$ cat src/rtl/mul_group_acc.sv
// Frames the x1/x3/x7/x8 product stream into 4-beat groups, checks each beat
// against the group base and queues base*19 sums in a small drop-on-full FIFO.
module mul_group_acc #(
    parameter int FIFO_DEPTH = 2
) (
    input  logic        clk,
    input  logic        rst,
    input  logic        grant_in,
    input  logic [10:0] prod_in,
    output logic [12:0] sum_out,
    output logic [7:0]  base_out,
    output logic        sum_valid,
    input  logic        sum_ready,
    output logic        err,
    output logic [7:0]  drop_cnt
);
    localparam int AW = (FIFO_DEPTH > 1) ? $clog2(FIFO_DEPTH) : 1;

    typedef enum logic [1:0] {IDLE, B1, B2, B3} state_t;

    typedef struct packed {
        logic [12:0] sum;
        logic [7:0]  base;
    } entry_t;

    state_t      state, state_n;
    logic [7:0]  base;
    logic [12:0] acc;
    logic [10:0] base_w, exp_val;
    logic        err_n, load, acc_add, done;

    entry_t      mem [FIFO_DEPTH];
    logic [AW-1:0] wr_ptr, rd_ptr, last_ptr, head_ptr;
    logic [AW:0]   count;
    logic        full, pop, wr_en, drop_en;

    assign base_w = {3'b000, base};

    always_comb begin
        exp_val = base_w;
        case (state)
            B1:      exp_val = base_w + (base_w << 1);
            B2:      exp_val = (base_w << 3) - base_w;
            B3:      exp_val = base_w << 3;
            default: exp_val = base_w;
        endcase
    end

    // A grant always starts a fresh group, aborting any group in flight.
    always_comb begin
        state_n = state;
        err_n   = 1'b0;
        load    = 1'b0;
        acc_add = 1'b0;
        done    = 1'b0;
        if (grant_in) begin
            if (state != IDLE) err_n = 1'b1;
            if (prod_in[10:8] != 3'b000) begin
                err_n   = 1'b1;
                state_n = IDLE;
            end else begin
                load    = 1'b1;
                state_n = B1;
            end
        end else if (state != IDLE) begin
            if (prod_in == exp_val) begin
                acc_add = 1'b1;
                case (state)
                    B1:      state_n = B2;
                    B2:      state_n = B3;
                    default: begin
                        state_n = IDLE;
                        done    = 1'b1;
                    end
                endcase
            end else begin
                err_n   = 1'b1;
                state_n = IDLE;
            end
        end
    end

    always_ff @(posedge clk or posedge rst) begin
        if (rst) begin
            state <= IDLE;
            base  <= '0;
            acc   <= '0;
            err   <= 1'b0;
        end else begin
            state <= state_n;
            err   <= err_n;
            if (load) begin
                base <= prod_in[7:0];
                acc  <= {2'b00, prod_in};
            end else if (acc_add) begin
                acc <= acc + {2'b00, prod_in};
            end
        end
    end

    assign full    = (count == (AW+1)'(FIFO_DEPTH));
    assign sum_valid = (count != '0);
    assign pop     = sum_valid && sum_ready;
    assign wr_en   = done && (!full || pop);
    assign drop_en = done && full && !pop;

    // When empty, the slot just behind rd_ptr still holds the last popped entry.
    assign last_ptr = rd_ptr - AW'(1);
    assign head_ptr = sum_valid ? rd_ptr : last_ptr;
    assign sum_out  = mem[head_ptr].sum;
    assign base_out = mem[head_ptr].base;

    always_ff @(posedge clk or posedge rst) begin
        if (rst) begin
            for (int i = 0; i < FIFO_DEPTH; i++) mem[i] <= '0;
            wr_ptr   <= '0;
            rd_ptr   <= '0;
            count    <= '0;
            drop_cnt <= '0;
        end else begin
            if (wr_en) begin
                mem[wr_ptr] <= '{sum: acc + {2'b00, prod_in}, base: base};
                wr_ptr      <= wr_ptr + AW'(1);
            end
            if (pop) rd_ptr <= rd_ptr + AW'(1);
            case ({wr_en, pop})
                2'b10:   count <= count + (AW+1)'(1);
                2'b01:   count <= count - (AW+1)'(1);
                default: count <= count;
            endcase
            if (drop_en && drop_cnt != 8'hFF) drop_cnt <= drop_cnt + 8'd1;
        end
    end
endmodule
$ cat config.mk
export PLATFORM = sky130hd
export DESIGN_NAME = mul_group_acc
export DESIGN_NICKNAME = d
export VERILOG_FILES = /design/src/rtl/mul_group_acc.sv
export SDC_FILE = /design/constraint.sdc
export NUM_CORES = 1
export LEC_CHECK = 0
export CORE_MARGIN = 4
export CORE_UTILIZATION = 35
export DETAILED_ROUTE_END_ITERATION = 8
export GPL_ROUTABILITY_DRIVEN = 0
export SLEW_MARGIN = 15
export SYNTH_ARGS = -nofsm -noshare
export SYNTH_HDL_FRONTEND = slang
export SYNTH_SLANG_ARGS = --single-unit
$ cat constraint.sdc
create_clock -name clk -period 3.4 [get_ports clk]
set_input_delay 0.85 -clock clk [delete_from_list [all_inputs] [get_ports clk]]
set_output_delay 0.85 -clock clk [all_outputs]
set_load 0.05 [all_outputs]
==> Word-level counts from Yosys, hierarchy flattened <==
Index checks and enable logic that the tools add are counted.
{ "op_classes": {"n_addsub": 9, "order_cmp": 3, "n_eq_ne": 8, "mux": 30, "n_bitwise": 2, "reduce_logical": 16} }
{ "ops": {"columns": ["operator", "n"], "rows": [
  ["21-bit two-way mux", 4],
  ["42-bit bitwise mux", 1],
  ["11-bit case mux with 3 select lines", 1],
  ["13-bit two-way mux", 2],
  ["21-bit demux with 1-bit select", 1],
  ["1-bit two-way mux", 16],
  ["13-bit by 11-bit adder with 13-bit output", 1],
  ["11-bit equality test", 1],
  ["11-bit by 8-bit subtractor with 11-bit output", 1],
  ["8-bit by 9-bit adder with 10-bit output", 1],
  ["2-bit nonzero test", 5],
  ["8-bit by 1-bit adder with 8-bit output (second input constant)", 1],
  ["2-bit equality test (second input constant)", 4],
  ["8-bit != test (second input constant)", 1],
  ["2-bit case mux with 2 select lines", 2],
  ["1-bit logical AND", 6],
  ["2-bit two-way mux", 3],
  ["2-bit by 1-bit equality test with 1-bit output (second input constant)", 2],
  ["2-bit greater-or-equal comparator (second input constant)", 2],
  ["1-bit NOT with 2-bit output", 2],
  ["3-bit nonzero test", 1],
  ["1-bit adder (second input constant)", 2],
  ["2-bit by 1-bit adder with 2-bit output (second input constant)", 1],
  ["1-bit zero test", 2],
  ["other kinds (5)", 5]
]} }
{ "totals": {"reg_bits": 78, "in_bits": 15, "word_cells": 80} }

==> Depth between registers and ports, before layout <==
Gate-level depths: netlist of the first run.
{ "depth": {"ltp_word": 9, "mapped_depth": 13, "mapped_depth_nobuf": 12} }

==> Worst setup path before layout of the first run <==
No wires, ideal clock.
{ "synth_timing": {"kind": "flip-flop to flip-flop", "from": "register base[1]", "to": "register mem[2] (netlist bit)", "t_arrival_ps": 3184, "setup_slack_ps": 88, "path_stages_with_launch": 14, "n_path_buf": 1, "period_less_slack_ps": 3312, "path_cell_list": "dfrtp_1 ha_1 inv_1 fa_1 nand2b_1 a21o_1 a2111oi_0 a41oi_1 xnor2_1 nand3_1 nor3_4 and3b_1 buf_6 mux2_1"} }
{ "synth_via": {"elab_chain_len": 7} }
{ "synth_rtl": {"columns": ["element", "line_no", "rtl"], "rows": [
  ["start, declared", "27", "logic [7:0] base;"],
  ["start signal, assigned", "93", "base <= prod_in[7:0];"],
  ["11-bit by 8-bit subtractor with 11-bit output or 8-bit by 9-bit adder with 10-bit output (tied branches)", "43, 42", null],
  ["11-bit case mux with 3 select lines *", "41", "case (state)"],
  ["11-bit equality test *", "66", "if (prod_in == exp_val) begin"],
  ["1-bit two-way mux *", "66", null],
  ["1-bit two-way mux *", "65", "end else if (state != IDLE) begin"],
  ["1-bit two-way mux *", "56", "if (grant_in) begin"],
  ["1-bit logical AND *", "104", "assign wr_en = done && (!full || pop);"],
  ["end signal, assigned by index", "122", "mem[wr_ptr] <= '{sum: acc + {2'b00, prod_in}, base: base};"],
  ["end, declared", "32", "entry_t mem [FIFO_DEPTH];"]
]} }
Every way passes the cells marked *; elsewhere a longest branch is shown, timed or not.
A chain may end at the register's enable or synchronous reset.

==> Worst setup path in the final report of the first run <==
Same ends and word-level chain as after synthesis.

==> results of run 1 <==
## through the flow
stage	hold slack [ps]	area (µm²)
2_1_floorplan	454.1	5104
3_3_place_gp	463.1	6168
3_5_place_dp	470.8	6168
4_1_cts	484.5	6731
5_1_grt	516.5	7154
6_report	479.9	7154
## power groups by stage
| stage | Sequential [mW] | Combinational (mW) | Clock [mW] |
|---|---|---|---|
| 6_report | 1.01 | 1.14 | 1.01 |
| 5_1_grt | 1.01 | 1.26 | 1.06 |
| 4_1_cts | 1.01 | 1.06 | 1.03 |
| 3_5_place_dp | 1.03 | 0.997 | 0 |
| 3_3_place_gp | 1.03 | 0.973 | 0 |
| 2_1_floorplan | 1.03 | 0.622 | 0 |
## cell type report
| type | instances | area [µm²] |
|---|---|---|
| repair buffers | 136 | 1267 |
| clock inverters | 5 | 57.56 |
| fillers | 1255 | 6942 |
| flip-flops and latches | 78 | 1952 |
| well taps | 180 | 225.2 |
| inverters | 29 | 110.1 |
| multi-input cells | 392 | 3299 |
| clock buffers | 11 | 242.7 |
## timing repair
action	CTS	global route
endpoints found under the setup margin	59	69
buffers inserted	10	15
resized for setup	34	78
pin swaps	8	26
hold buffers	0	0
gates cloned	2	4
## final timing paths
path | cells after the start | slack (ps) | from | to
max | 15 | -190 | base[1] | mem[2]
min | 1 | 480 | drop_cnt[5] | drop_cnt[5]
max reg2reg | 15 | -190 | base[1] | mem[2]
min reg2reg | 1 | 480 | drop_cnt[5] | drop_cnt[5]
max in group asynchronous | 3 | 1790 | rst | mem[7]
min in group asynchronous | 2 | 940 | rst | base[0]
## cell families after synthesis
logic type / count (synthesis) / share of synthesized area [%]
AOI/OAI and AO/OA: 103 / 13.19
xor gates and xnor gates: 29 / 4.977
adders and majority gates: 37 / 9.365
buffers and inverters: 44 / 3.702
DFF: 78 / 38.24
muxes: 70 / 15.32
and+or+nand+nor: 153 / 15.20
## registers in the layout, indices dropped and copies added, names as in the netlist
name	cells
state	2
wr_ptr	1
count	2
err	1
base	8
rd_ptr	1
acc	13
mem	42
drop_cnt	8
## placed cells by master (no fill, tap or decap), types with 13 or more instances in the layout
cell             netlist  final
buf_6                  2     13
buf_4                  0     89
nand3_1               14     13
mux2_2                45     43
clkdlybuf4s50_1        0     24
nor2_1                30     28
mux2_4                 0     22
dfrtp_1               78     78
a21oi_1               21     17
inv_1                 29     26
ha_1                  35     31
o21ai_0               24     21
xnor2_1               23     22
nand2_1               48     44
## worst max-delay path, stage by stage (launching register included)
cell      delay [ps]
dfrtp_1          380
buf_4            140
buf_4            120
buf_4            140
ha_2             370
nand4b_1         190
a21bo_2          280
a31o_2           230
nand3_1          120
xnor2_1          130
nand3b_1         230
nor3_4           280
and3b_2          290
buf_12           130
buf_12           120
mux2_4           300
## routing by layer
| metal | GRT usage [%] | vias to the layer above | routed length, µm |
|---|---|---|---|
| li1 | - | 2114 | - |
| met2 | 27.20 | 93 | 6741 |
| met1 | 23.33 | 2191 | 6645 |
| met5 | 0 | - | 0 |
| met4 | 5.806 | 0 | 292 |
| met3 | 3.404 | 20 | 642 |
==> impl_metrics.ini, run 1 <==
[outcome]
outcome = finished with violations
violations = setup timing

[synth]
synth.avg_cell_area_um2 = 9.929
ys_top_cells_by_area = dfrtp_1, mux2_2, ha_1
synth_cells = 514
yosys.cell_types.count = 59
async_reset_ff_share_pct = 100.0
synth_ff_type = dfrtp_1
ys_seq_area_share_pct = 38.24
ys_ff_latch = 78
yosysMostFrequentCell = dfrtp_1
synth_top_area_share_pct = 38.24
ys_warn_count = 0
synth_area_um2 = 5104
synth_common_cells = dfrtp_1, nand2_1, mux2_2, ha_1, nor2_1
yosys.area.top_type = dfrtp_1
synth_edf_count = 0
synth_fp_nets = 566

[power]
pwr-share-seq_pct = 32.0
clockPowerShare_pct = 31.9
p_leak_nw = 3.379
power_mw = 3.157
p_switching_mw = 1.077
p_int_mw = 2.080
power_frac_comb_pct = 36.1
switching_share_pct = 34.12
ir_drop_mv = 0.2739
power_density_nw_per_um2 = 441.3

[routing]
wl_per_cell_um = 17.23
viasPerCell = 5.316
drcViolationCount = 0
wl_mm = 14.32
vias = 4418
ant_nets = 0
drt_iter0_drc = 323
firstDrtPassIters = 4

[floorplan]
die_area_um2 = 16580
start_util_pct = 36.21
core_um2 = 14100
die_w_um = 128.8
die_h_um = 128.8
io_pins = 46
rows = 43

[final_layout]
diodes = 0
num-nets-final = 698
postLayoutCoreUtil_pct = 50.75
syn2layout_area_growth_pct = 40.18
drive_gt1_share_pct = 37.79
fin_cells = 831

[critical_path]
critPathMaxFanout = 6
crit_path_end_kind = flop
arrival_ps = 3810
cp.required_ps = 3620
start_kind = flop
path_class = flop to flop

[timing]
finalCritPeriodShare_pct = 105.5
slew_viol_final = 0
tns_ps = -6029
fin_ws_ps = -188.0
hold_violations = 0
rsz0062_at_grt = true
layout_min_cycle_time_ps = 3588
slew_headroom_pct = 49.71
worstMarginPinSlew_ps = 753.5
setup_viol = 54
fin_skew_ps = 13.77
max_freq_ghz = 0.2787

[run]
maxCapViolCount = 0

[grt]
grt_overflow = 0
antenna_found_initial = 0
grt_max_degree = 41
grt_pass1_wl_mm = 22.54
grt_pass1_vias = 4432
grtUsageTotal_pct = 17.10

[clock_network]
path_clk_slew_ps = 60
cts_tree = built
cts.sinks = 78
cts_buffers = 9
cts_max_path_buffers = 2
htreeDepth = 3
cts_root_buf = clkbuf_16
clock_latency_ps = 350

[placement]
place_ws_ps = -450.4
io_buffers = 45
dpl.hpwl_mm = 10.01
post-place-cells = 789

[min_path]
hold_path_class = flop to flop
Note: power is estimated with default switching activity, not from simulation.
==> run 2: changes to the inputs <==
CORE_UTILIZATION = 45   (was 35)
PLACE_DENSITY = 0.67   (was default)
==> run 2 against run 1 <==
  * The run still ends with setup timing left
  * Flip-flop and latch count is the same
  * Clock skew shrank 3.8 ps
  * Design area about the same
  * Sequential share of layout area increased by 0.054 points
  * Die area down 21%
==> impl_metrics.ini, run 2 (synthesized netlist as in run 1, its figures left out) <==
[critical_path]
critPathMaxFanout = 5
path_class = flop to flop
cpPeakStageDelay_ps = 390
cp.required_ps = 3630
crit_path_end_kind = flop
arrival_ps = 3820
rr_worst_depth = 15
start_kind = flop
r2r-start = base[1]
crit_chain = ha_2, inv_2, fa_2, nand2b_4, a21o_1, a2111oi_4, buf_4, a41oi_2, xnor2_1, nand3_1, nor3_4, and3b_2, buf_12, buf_8, mux2_1
r2r-end = mem[5]
ff2ff_setup_slack_ps = -200
cp_top_family = simple AND/OR/NAND/NOR gates
path_buf_inv = 4
slowest_stage = dfrtp_1

[routing]
drcViolationCount = 0
wl_mm = 14.56
vias = 4484
viasPerCell = 5.705
firstDrtPassIters = 5
ant_nets = 0
wl_per_cell_um = 18.53
drt_iter0_drc = 337

[final_layout]
finalInstanceArea_um2 = 7149
multi_input_area_um2 = 3406
diodes = 0
syn2layout_area_growth_pct = 40.08
final_common_cell = buf_4
nFillCells = 834
drive_gt1_share_pct = 39.16
mostFrequentLayoutCells = buf_4, dfrtp_1, nand2_1, mux2_2, nor2_1
top_regs = mem: 42 flops, acc: 13 flops
num-nets-final = 694
largest_register_ffs = 42
largest_register = mem
seq_area_um2 = 1954

[outcome]
violations = setup timing
outcome = finished with violations

[floorplan]
die_area_um2 = 13110
start_util_pct = 46.47
core_um2 = 10980
rows = 38
io_pins = 46
die_h_um = 114.5
die_w_um = 114.5

[clock_network]
htreeDepth = 3
cts.sinks = 78
hold_buffers = 0
cts_max_path_buffers = 2
path_clk_slew_ps = 60
clock_latency_ps = 350
cts_root_buf = clkbuf_16
cts_buffers = 9
cts_tree = built

[placement]
dpl_cell_area_um2 = 6125
place_ws_ps = -446.3
dpl.hpwl_mm = 9.770
io_buffers = 45

[timing]
setup_viol = 53
hold_violations = 0
max_freq_ghz = 0.2778
fin_ws_ps = -199.3
finalCritPeriodShare_pct = 105.9
slew_headroom_pct = 64.98
rsz0062_at_grt = true
layout_min_cycle_time_ps = 3599
whs_ps = 487.9
fin_skew_ps = 9.948
slew_viol_final = 0
worstMarginPinSlew_ps = 523.4
tns_ps = -6346

[power]
clockPowerShare_pct = 31.3
p_int_mw = 2.124
p_leak_nw = 3.360
power_density_nw_per_um2 = 453.0
ir_drop_mv = 0.4182
power_frac_comb_pct = 37.4
pwr-share-seq_pct = 31.2
p_switching_mw = 1.114
switching_share_pct = 34.40

[grt]
grtUsageTotal_pct = 22.20
grt_overflow = 0
antenna_found_initial = 0
grt_pass1_wl_mm = 22.86
grt_pass1_vias = 4586
grt_max_degree = 49

[min_path]
hp-start = mem[1]
min_path_cells = 1
hold_path_class = flop to flop
holdPathEnd = mem[1]

[run]
maxCapViolCount = 0
-- run 2: worst max path at each step --
stage	from	end	slack, ps	depth (start not counted)
CTS	base[1]	mem[2]	-120	15
floorplan	base[1]	mem[2]	90	13
detailed placement	prod_in[10]	acc[3]	-450	12
global route	base[1]	mem[0]	-330	15
finish	base[1]	mem[5]	-200	15
global placement	prod_in[10]	acc[3]	-460	12
-- run 2: metal layers --
| layer | share of wire, % | track usage [%] |
|---|---|---|
| met5 | 0 | 0 |
| met4 | 1.8 | 7.443 |
| met3 | 5.0 | 4.968 |
| met2 | 49 | 35.20 |
| met1 | 45 | 30.03 |
-- run 2: metrics by stage --
| step | power [mW] | utilization [%] | cells |
|---|---|---|---|
| after floorplan | 1.654 | - | 514 |
| after global placement | 1.985 | 55.76 | 750 |
| after detailed placement | 2.023 | 55.76 | 750 |
| after CTS | 3.098 | 61.19 | 774 |
| after global routing | 3.397 | 65.09 | 786 |
| final | 3.238 | 65.09 | 786 |
-- run 2: what timing repair did --
item | in CTS | in global routing
buffers inserted | 7 | 12
gates resized for setup | 46 | 74
pin swaps | 5 | 20
cloned | 2 | 2
setup endpoints to repair | 58 | 67
-- run 2: power by group through the flow --
stage / registers [mW] / clock network (mW) / logic [mW]
floorplan: 1.03 / 0 / 0.622
global placement: 1.03 / 0 / 0.959
detailed placement: 1.03 / 0 / 0.996
CTS: 1.01 / 1.03 / 1.06
global route: 1.02 / 1.07 / 1.31
finish: 1.01 / 1.01 / 1.21
-- run 2: final cells by class --
| class | instances | area share [%] |
|---|---|---|
| timing repair buffer | 132 | 16.77 |
| sequential | 78 | 27.34 |
| clock inverter | 4 | 0.7525 |
| tap | 140 | 2.450 |
| clock buffer | 11 | 3.535 |
| multi-input combinational | 392 | 47.64 |
| inverter | 29 | 1.523 |
==> run 3: changes to the inputs <==
CORE_ASPECT_RATIO = 0.75   (was default)
SKIP_CTS_REPAIR_TIMING = 1   (was default)
==> run 3 against run 2 <==
  * The flow still finishes with violations (setup timing)
  * Final cell count is 2.0% lower
  * Worst setup slack better by 40 ps
  * Combinational power is 7% lower
  * Clock-buffer cell count is 2 lower
  * Critical path depth is 1 lower
  * Wire length is 9.0% lower
  * Sequential share of layout area is 1.8 points higher
  * Sequential power hardly changed
  * Global-route usage is 1.4 points lower
  * Fmax is 1.1% higher
  * Die area is 0.14% higher
  * Critical endpoint is now mem[4]
==> impl_metrics.ini, run 3 (synthesized netlist as in run 1, its figures left out) <==
[outcome]
outcome = finished with violations
violations = setup timing

[final_layout]
largest_register_ffs = 42
drive_gt1_share_pct = 33.97
top_regs = mem: 42 flops, acc: 13 flops
diodes = 0
largest_register = mem
mostFrequentLayoutCells = buf_4, dfrtp_1, nand2_1, mux2_2, ha_1
syn2layout_area_growth_pct = 31.77
final_common_cell = buf_4
num-nets-final = 678
finalInstanceArea_um2 = 6725
postLayoutCoreUtil_pct = 61.00
nFillCells = 912
fin_cells = 770

[timing]
finalCritPeriodShare_pct = 104.7
slew_viol_final = 0
setup_viol = 25
max_freq_ghz = 0.2810
tns_ps = -3220
layout_min_cycle_time_ps = 3559
slew_headroom_pct = 66.00
whs_ps = 483.8
worstMarginPinSlew_ps = 508.4
fin_skew_ps = 8.380
hold_violations = 0
fin_ws_ps = -159.3
rsz0062_at_grt = true

[clock_network]
cts_buffers = 9
cts_tree = built
path_clk_slew_ps = 60
htreeDepth = 3
cts.sinks = 78
cts_max_path_buffers = 2
cts_root_buf = clkbuf_16
clock_latency_ps = 340

[critical_path]
critPathMaxFanout = 12
path_buf_inv = 3
cpPeakStageDelay_ps = 410
start_kind = flop
cp.required_ps = 3620
crit_path_end_kind = flop
arrival_ps = 3780
crit_chain = ha_2, inv_2, fa_2, nand2b_4, a21o_1, a2111oi_4, buf_4, a41oi_2, xnor2_1, nand3_1, nor3_4, and3b_2, buf_12, mux2_1
path_class = flop to flop
cp_top_family = simple AND/OR/NAND/NOR gates
slowest_stage = dfrtp_1

[placement]
io_buffers = 45
place_ws_ps = -629.7
post-place-cells = 750
dpl_cell_area_um2 = 6112
dpl.hpwl_mm = 9.750

[routing]
viasPerCell = 5.709
wl_mm = 13.25
drcViolationCount = 0
vias = 4396
drt_iter0_drc = 310
firstDrtPassIters = 5
wl_per_cell_um = 17.21
ant_nets = 0

[floorplan]
die_w_um = 131.0
io_pins = 46
rows = 33
start_util_pct = 46.29
die_h_um = 100.2
core_um2 = 11020
die_area_um2 = 13130

[power]
power_density_nw_per_um2 = 458.6
power_mw = 3.085
ir_drop_mv = 0.2651
p_leak_nw = 3.194

[grt]
grt_overflow = 0
grt_pass1_wl_mm = 21.54
grtUsageTotal_pct = 20.79
grt_max_degree = 79
antenna_found_initial = 0
grt_pass1_vias = 4334

[run]
maxCapViolCount = 0

[min_path]
hold_path_class = flop to flop
run 3: cell types whose count changed in the layout (fill, tap and decap cells not counted), sizes merged:
cell and delta:
buf -15, clkbuf -3, clkinv +4, dlymetal6s2s +1
clkinvlp -2, clkdlybuf4s50 -1
run 3: power by group:
part	internal, mW	switching, mW	total [mW]
clock network	0.564	0.377	0.941
registers	0.974	0.0450	1.02
logic	0.505	0.619	1.12
run 3: final timing paths:
path / startpoint / end / slack (ps) / cells after the start
setup / recovery: base[1] / mem[4] / -160 / 14
hold / removal: mem[13] / mem[13] / 480 / 1
setup reg to reg: base[1] / mem[4] / -160 / 14
hold reg to reg: mem[13] / mem[13] / 480 / 1
max in group asynchronous: rst / base[5] / 2140 / 3
min in group asynchronous: rst / mem[32] / 920 / 3
run 3: final cells by class:
cell class / instances / area (µm²) / share of cell area, %
Clock buffer: 9 / 225.2 / 3.349
Clock inverter: 6 / 62.56 / 0.9302
Inverter: 29 / 108.9 / 1.619
Multi-Input combinational cell: 392 / 3219 / 47.87
Sequential cell: 78 / 1957 / 29.10
Tap cell: 140 / 175.2 / 2.605
Timing Repair Buffer: 116 / 977.2 / 14.53
run 3: routing by layer:
metal | vias up | share of wire [%] | GRT usage (%)
met3 | 15 | 6.8 | 5.638
met1 | 2170 | 49 | 30.96
met2 | 140 | 43 | 29.95
met4 | 0 | 1.1 | 5.059
met5 | - | 0 | 0
li1 | 2071 | - | -
